File: src/rtl/plab4_net_router_out_sched.sv
// Output-port scheduler for the 3-input ring router.
// Round-robin arbitration among west/terminal/east queues, credit-based flow
// control toward the downstream input queue, and bubble flow control for the
// injection (terminal) requester so the ring cannot deadlock.
module plab4_net_router_out_sched #(
  parameter int p_num_credits = 4,
  parameter int p_inject_idx  = 1,
  parameter bit p_bubble_en   = 1'b1,
  localparam int c_cnt_nbits  = $clog2(p_num_credits + 1)
) (
  input  logic                   clk,
  input  logic                   reset,
  input  logic [2:0]             reqs,
  output logic [2:0]             grants,
  output logic                   out_val,
  input  logic                   out_rdy,
  output logic [1:0]             xbar_sel,
  input  logic                   credit_ret,
  output logic [c_cnt_nbits-1:0] credits,
  output logic                   credit_err
);

  localparam logic [c_cnt_nbits-1:0] c_max = c_cnt_nbits'(p_num_credits);
  localparam logic [c_cnt_nbits-1:0] c_one = c_cnt_nbits'(1);

  // Architectural state
  logic [2:0]             ptr_q,      ptr_d;
  logic [c_cnt_nbits-1:0] credits_q,  credits_d;
  logic                   lock_q,     lock_d;
  logic [1:0]             lock_idx_q, lock_idx_d;
  logic                   err_q,      err_d;

  // Combinational arbitration signals
  logic [2:0] elig;
  logic [2:0] mask_hi;
  logic [2:0] elig_hi;
  logic [2:0] rr_pick;
  logic [2:0] chosen;
  logic [1:0] chosen_idx;
  logic       fire;

  // A requester is eligible only if enough downstream slots are free; the
  // injection requester needs two when bubble flow control is enabled.
  for (genvar gi = 0; gi < 3; gi++) begin : g_elig
    localparam int c_need = ((gi == p_inject_idx) && p_bubble_en) ? 2 : 1;
    assign elig[gi] = reqs[gi] && (int'(credits_q) >= c_need);
  end

  // Round-robin: first eligible at or above the pointer, else wrap to the
  // lowest eligible. ptr_q is one-hot, so ~(ptr_q - 1) masks positions >= ptr.
  assign mask_hi = ~(ptr_q - 3'd1);
  assign elig_hi = elig & mask_hi;
  assign rr_pick = (|elig_hi) ? (elig_hi & (~elig_hi + 3'd1))
                              : (elig & (~elig + 3'd1));

  // A stalled packet keeps the link until it transfers; if its request has
  // vanished, fall back to normal arbitration so the port recovers.
  always_comb begin
    chosen = rr_pick;
    if (lock_q && elig[lock_idx_q]) begin
      chosen = 3'b001 << lock_idx_q;
    end
  end

  // One-hot to index encoding for the crossbar select.
  always_comb begin
    chosen_idx = 2'd0;
    if (chosen[1]) chosen_idx = 2'd1;
    if (chosen[2]) chosen_idx = 2'd2;
  end

  assign out_val    = |chosen;
  assign xbar_sel   = chosen_idx;
  assign grants     = chosen & {3{out_rdy}};
  assign fire       = out_val && out_rdy;
  assign credits    = credits_q;
  assign credit_err = err_q;

  // Next-state for lock, priority pointer, credit counter and error flag.
  always_comb begin
    lock_d     = out_val && !out_rdy;
    lock_idx_d = chosen_idx;
    ptr_d      = ptr_q;
    credits_d  = credits_q;
    err_d      = err_q;
    if (fire) begin
      ptr_d = {chosen[1:0], chosen[2]};
    end
    if (fire && !credit_ret) begin
      if (credits_q == '0) begin
        err_d = 1'b1;
      end else begin
        credits_d = credits_q - c_one;
      end
    end else if (!fire && credit_ret) begin
      if (credits_q == c_max) begin
        err_d = 1'b1;
      end else begin
        credits_d = credits_q + c_one;
      end
    end
  end

  // State registers with synchronous reset.
  always_ff @(posedge clk) begin
    if (reset) begin
      ptr_q      <= 3'b001;
      credits_q  <= c_max;
      lock_q     <= 1'b0;
      lock_idx_q <= 2'd0;
      err_q      <= 1'b0;
    end else begin
      ptr_q      <= ptr_d;
      credits_q  <= credits_d;
      lock_q     <= lock_d;
      lock_idx_q <= lock_idx_d;
      err_q      <= err_d;
    end
  end

endmodule
File: config.mk
export PLATFORM = sky130hd
export DESIGN_NAME = plab4_net_router_out_sched
export DESIGN_NICKNAME = d
export VERILOG_FILES = /design/src/rtl/plab4_net_router_out_sched.sv
export SDC_FILE = /design/constraint.sdc
export NUM_CORES = 1
export LEC_CHECK = 0
export CAP_MARGIN = 20
export CELL_PAD_IN_SITES_DETAIL_PLACEMENT = 1
export CELL_PAD_IN_SITES_GLOBAL_PLACEMENT = 1
export CORE_MARGIN = 8
export CORE_UTILIZATION = 25
export CTS_CLUSTER_DIAMETER = 80
export DETAILED_ROUTE_END_ITERATION = 7
export PLACE_DENSITY_LB_ADDON = 0.1
export SYNTH_ARGS = -nofsm -noshare
export SYNTH_HDL_FRONTEND = slang
export SYNTH_SLANG_ARGS = --single-unit
export TNS_END_PERCENT = 5
File: constraint.sdc
create_clock -name clk -period 3.1 [get_ports clk]
set_clock_uncertainty 0.2 [all_clocks]
set_input_delay 0.31 -clock clk [delete_from_list [all_inputs] [get_ports clk]]
set_output_delay 0.31 -clock clk [all_outputs]
set_load 0.02 [all_outputs]
==> results by group <==
Run status
  – Status: finished, final reports clean

Synth
  – Synth Area in XOR/XNOR: 4.63%
  – Synth Area in Compound Gates: 25.1%
  – Simple-Gate Fraction of Synth Area: 21.7%
  – Syn_nets: 103
  – Multiplexer share of the synthesized area: 1.49%
  – Synth Area per Inst: 8.60 um2
  – Yosys reg bits: 10
  – Syn Inst Count: 88
  – Fraction of the yosys area taken by sequential cells: 26.4%
  – Largest family of logic cells by synthesized area: compound AO/OA/AOI/OAI gates
  – Yosys cell types: 39
  – Mapped Area: 757 um2
  – Synth Area in Adders: 13.2%
  – Yosys warnings: 0

STA
  – Relative slew slack: 72.3%
  – RSZ-0062 raised after global routing: true
  – Final setup viols: 0
  – Minimum clock period: 3.09 ns
  – Tcrit/Tclk final: 99.6%
  – Final Worst Setup Slack: 0.0132 ns
  – Fin. Hold Viols: 0
  – Peak Freq: 324 MHz
  – Worst-Margin Slew: 0.415 ns
  – Max Transition Viols Final: 0

Finish
  – Fin util: 40.0%
  – Syn-to-layout area delta: 57.4%
  – Layout cell share with drive strength beyond 1: 33.3%
  – Post-Layout Cell Count: 156
  – Nets: 139
  – Antenna Cells: 0

Detailed routing
  – Post-DRT Antenna Nets: 0
  – WL/cell: 15.5 um
  – First-pass DRT Iterations: 2
  – DR iter-0 viols: 22
  – Vias: 788
  – Vias per inst: 5.05
  – WL final: 2410 um
  – Drt drc: 0

Place
  – Dpl ws: -0.0813 ns
  – Hpwl dp: 1810 um
  – IO Port Bufs: 16
  – DP Cell Count: 149
  – Final Wtd Congestion: 0.783

Clock network
  – Cts bufs inserted: 3
  – CTS tree: built
  – CTS Root Cell: clkbuf_4
  – Hold_buf cts: 0
  – CTS HTree Levels: 1
  – Clk Latency, worst-skew pair: 0.27 ns
  – CTS Buffer Depth: 2
  – Clk sinks: 10
  – Register clock-pin slew on the reported worst setup and hold paths: 0.07 ns

Worst setup path
  – WS Path Type: reg2reg
  – Max FO, Critical Path: 6
  – Most frequent cell on the critical path: ha_4
  – CP Cell Sequence: buf_6, ha_4, o31a_2, a221o_1, o31ai_4, nand4_4, and2_4, ha_4, xor2_4, a21oi_4, and3_2, o21ai_0
  – Critical Path Slowest Stage Cell: a221o_1
  – Crit. End Element: flip-flop
  – CP required: 3.05 ns
  – Slowest stage delay, CP: 0.39 ns
  – Worst path arrival time: 3.04 ns
  – Startpoint types: flip-flop

Global routing
  – Initial antenna violation count: 0
  – Grt total ovfl: 0
  – GR Util All Layers: 9.18%
  – Largest net degree at the start of global routing: 10
  – Vias in the first global route: 857
  – First-pass GRT wire length: 3820 um

Power
  – Comb power frac: 53.6%
  – Clock share of power: 19.0%
  – Sw frac: 38.3%
  – Sw power: 0.000246 W
  – Max VDD drop: 0.290 mV
  – P_leak: 0.532 nW
  – Cell-internal power: 0.000397 W
  – Sequential share of power: 27.4%
  – PwrDens: 540 nW/um2

Floorplanning
  – Die height: 71.0 um
  – Die area: 5040 um2
  – Initial Utilization: 25.4%
  – I/O pins: 17
  – Std cell rows: 20
  – Core region area: 2980 um2
  – Die width: 71.0 um

Hold path
  – Hold Crit Class: reg2reg

Flow run
  – # Max-Cap Violations: 0
## metal layers
layer / vias up / wire length (um) / track usage (%)
li1: 389 / - / -
met3: 4 / 94 / 2.68
met5: - / 0 / 0
met1: 382 / 1100 / 10.6
met2: 13 / 1180 / 15.3
met4: 0 / 38 / 3.93
## cell families (layout without fill, tap and decap cells)
| group | count (synthesis) | count (layout) |
|---|---|---|
| compound gates | 24 | 24 |
| xor+xnor | 4 | 4 |
| fa+ha+maj | 8 | 8 |
| buf+inv | 14 | 49 |
| flops | 10 | 10 |
| mux | 1 | 1 |
| simple gates | 27 | 27 |
## power by group through the flow
stage	Sequential (W)	Combinational (W)	Clock, W
6_report	0.000176	0.000345	0.000122
5_1_grt	0.000179	0.000378	0.000128
4_1_cts	0.000174	0.000312	0.000124
3_5_place_dp	0.000177	0.000315	0
3_3_place_gp	0.000176	0.000311	0
2_1_floorplan	0.000193	0.000158	0
## worst max-delay path: cells and delay by family, from the launching register on
kind / cells / cell delay (ns)
buffers and inverters: 1 / 0.12
flip-flops: 1 / 0.36
AND/OR/NAND/NOR: 3 / 0.51
adder cells (fa/ha/maj): 2 / 0.32
XOR/XNOR: 1 / 0.16
AO/OA/AOI/OAI: 5 / 1.31
## stage by stage
stage	power (W)	area [um2]	TNS [ns]	hold slack (ns)
detailed placement	0.000492	1070	-0.192	0.277
global route	0.000685	1190	-0.307	0.353
global placement	0.000487	1070	-0.0568	0.272
finish	0.000643	1190	0	0.294
floorplan	0.000351	777	-0.467	0.286
CTS	0.000610	1100	-0.00644	0.302
## registers in the layout, summed over array words and instances (netlist names)
| name | flops |
|---|---|
| ptr_q | 3 |
| lock_idx_q | 2 |
| credits | 3 |
| lock_q | 1 |
| credit_err | 1 |
## cell type report
type | count | area [um2]
Multi-Input combinational cell | 64 | 578
Tap cell | 33 | 41.3
Sequential cell | 10 | 205
Clock buffer | 4 | 36.3
Inverter | 12 | 45.0
Timing Repair Buffer | 33 | 285
Fill cell | 347 | 1790
## placed cells by master (no fill, tap or decap), types with 2 or more instances in the layout
| cell type | instances |
|---|---|
| buf_4 | 16 |
| clkdlybuf4s50_1 | 11 |
| inv_1 | 9 |
| nor2_1 | 8 |
| dfxtp_1 | 8 |
| a21oi_1 | 4 |
| ha_1 | 4 |
| nand2_1 | 3 |
| a31oi_1 | 3 |
| clkbuf_4 | 3 |
| dlygate4sd2_1 | 3 |
| xnor2_1 | 2 |
| o31ai_1 | 2 |
| nand3b_1 | 2 |
| o21ai_0 | 2 |
| o311ai_0 | 2 |
| inv_2 | 2 |
| nand3_1 | 2 |
| ha_2 | 2 |
| ha_4 | 2 |
## worst paths after layout
check / start / to / slack [ns] / cells after the start
worst max-delay path: credits[1] / credits[2] / 0.01 / 12
worst min register to register: credit_err / credit_err / 0.29 / 2
worst min-delay path: credit_err / credit_err / 0.29 / 2
worst max register to register: credits[1] / credits[2] / 0.01 / 12
## cells in the mapped netlist
| library cell | instances | area share (%) |
|---|---|---|
| inv_1 | 11 | 5.5 |
| dfxtp_1 | 10 | 26 |
| ha_1 | 8 | 13 |
| nor2_1 | 8 | 4.0 |
| a21oi_1 | 5 | 3.3 |
| a31oi_1 | 3 | 2.5 |
| nand2_1 | 3 | 1.5 |
| and2_1 | 2 | 1.7 |
| nand3_1 | 2 | 1.3 |
| nand3b_1 | 2 | 2.0 |
| o21ai_0 | 2 | 1.3 |
| o311ai_0 | 2 | 2.3 |
| o31ai_1 | 2 | 2.0 |
| xnor2_1 | 2 | 2.3 |
| xor2_1 | 2 | 2.3 |
| a211oi_1 | 1 | 0.99 |
| a21o_1 | 1 | 0.99 |
| a221o_1 | 1 | 1.3 |
| a32oi_1 | 1 | 1.2 |
| a41o_1 | 1 | 1.3 |
| and3_1 | 1 | 0.83 |
| and3_2 | 1 | 0.99 |
| and3b_1 | 1 | 1.2 |
| and3b_2 | 1 | 1.3 |
| buf_4 | 1 | 0.99 |
| clkbuf_1 | 1 | 0.50 |
| clkinv_1 | 1 | 0.50 |
| mux2_2 | 1 | 1.5 |
| nand4_1 | 1 | 0.83 |
| nand4_2 | 1 | 1.7 |
| nand4b_1 | 1 | 1.2 |
| nor2b_1 | 1 | 0.83 |
| nor3b_1 | 1 | 0.99 |
| o2111a_1 | 1 | 1.5 |
| o2111ai_1 | 1 | 1.2 |
| o221ai_1 | 1 | 1.2 |
| o31a_2 | 1 | 1.3 |
| o31ai_4 | 1 | 2.8 |
| or4_4 | 1 | 1.5 |
## timing repair
action	4_1_cts	5_1_grt
gates resized for setup	4	15
setup buffers	0	3
setup endpoints to repair	7	5
pin swaps	3	9
Power figures use the tool's default switching activity.
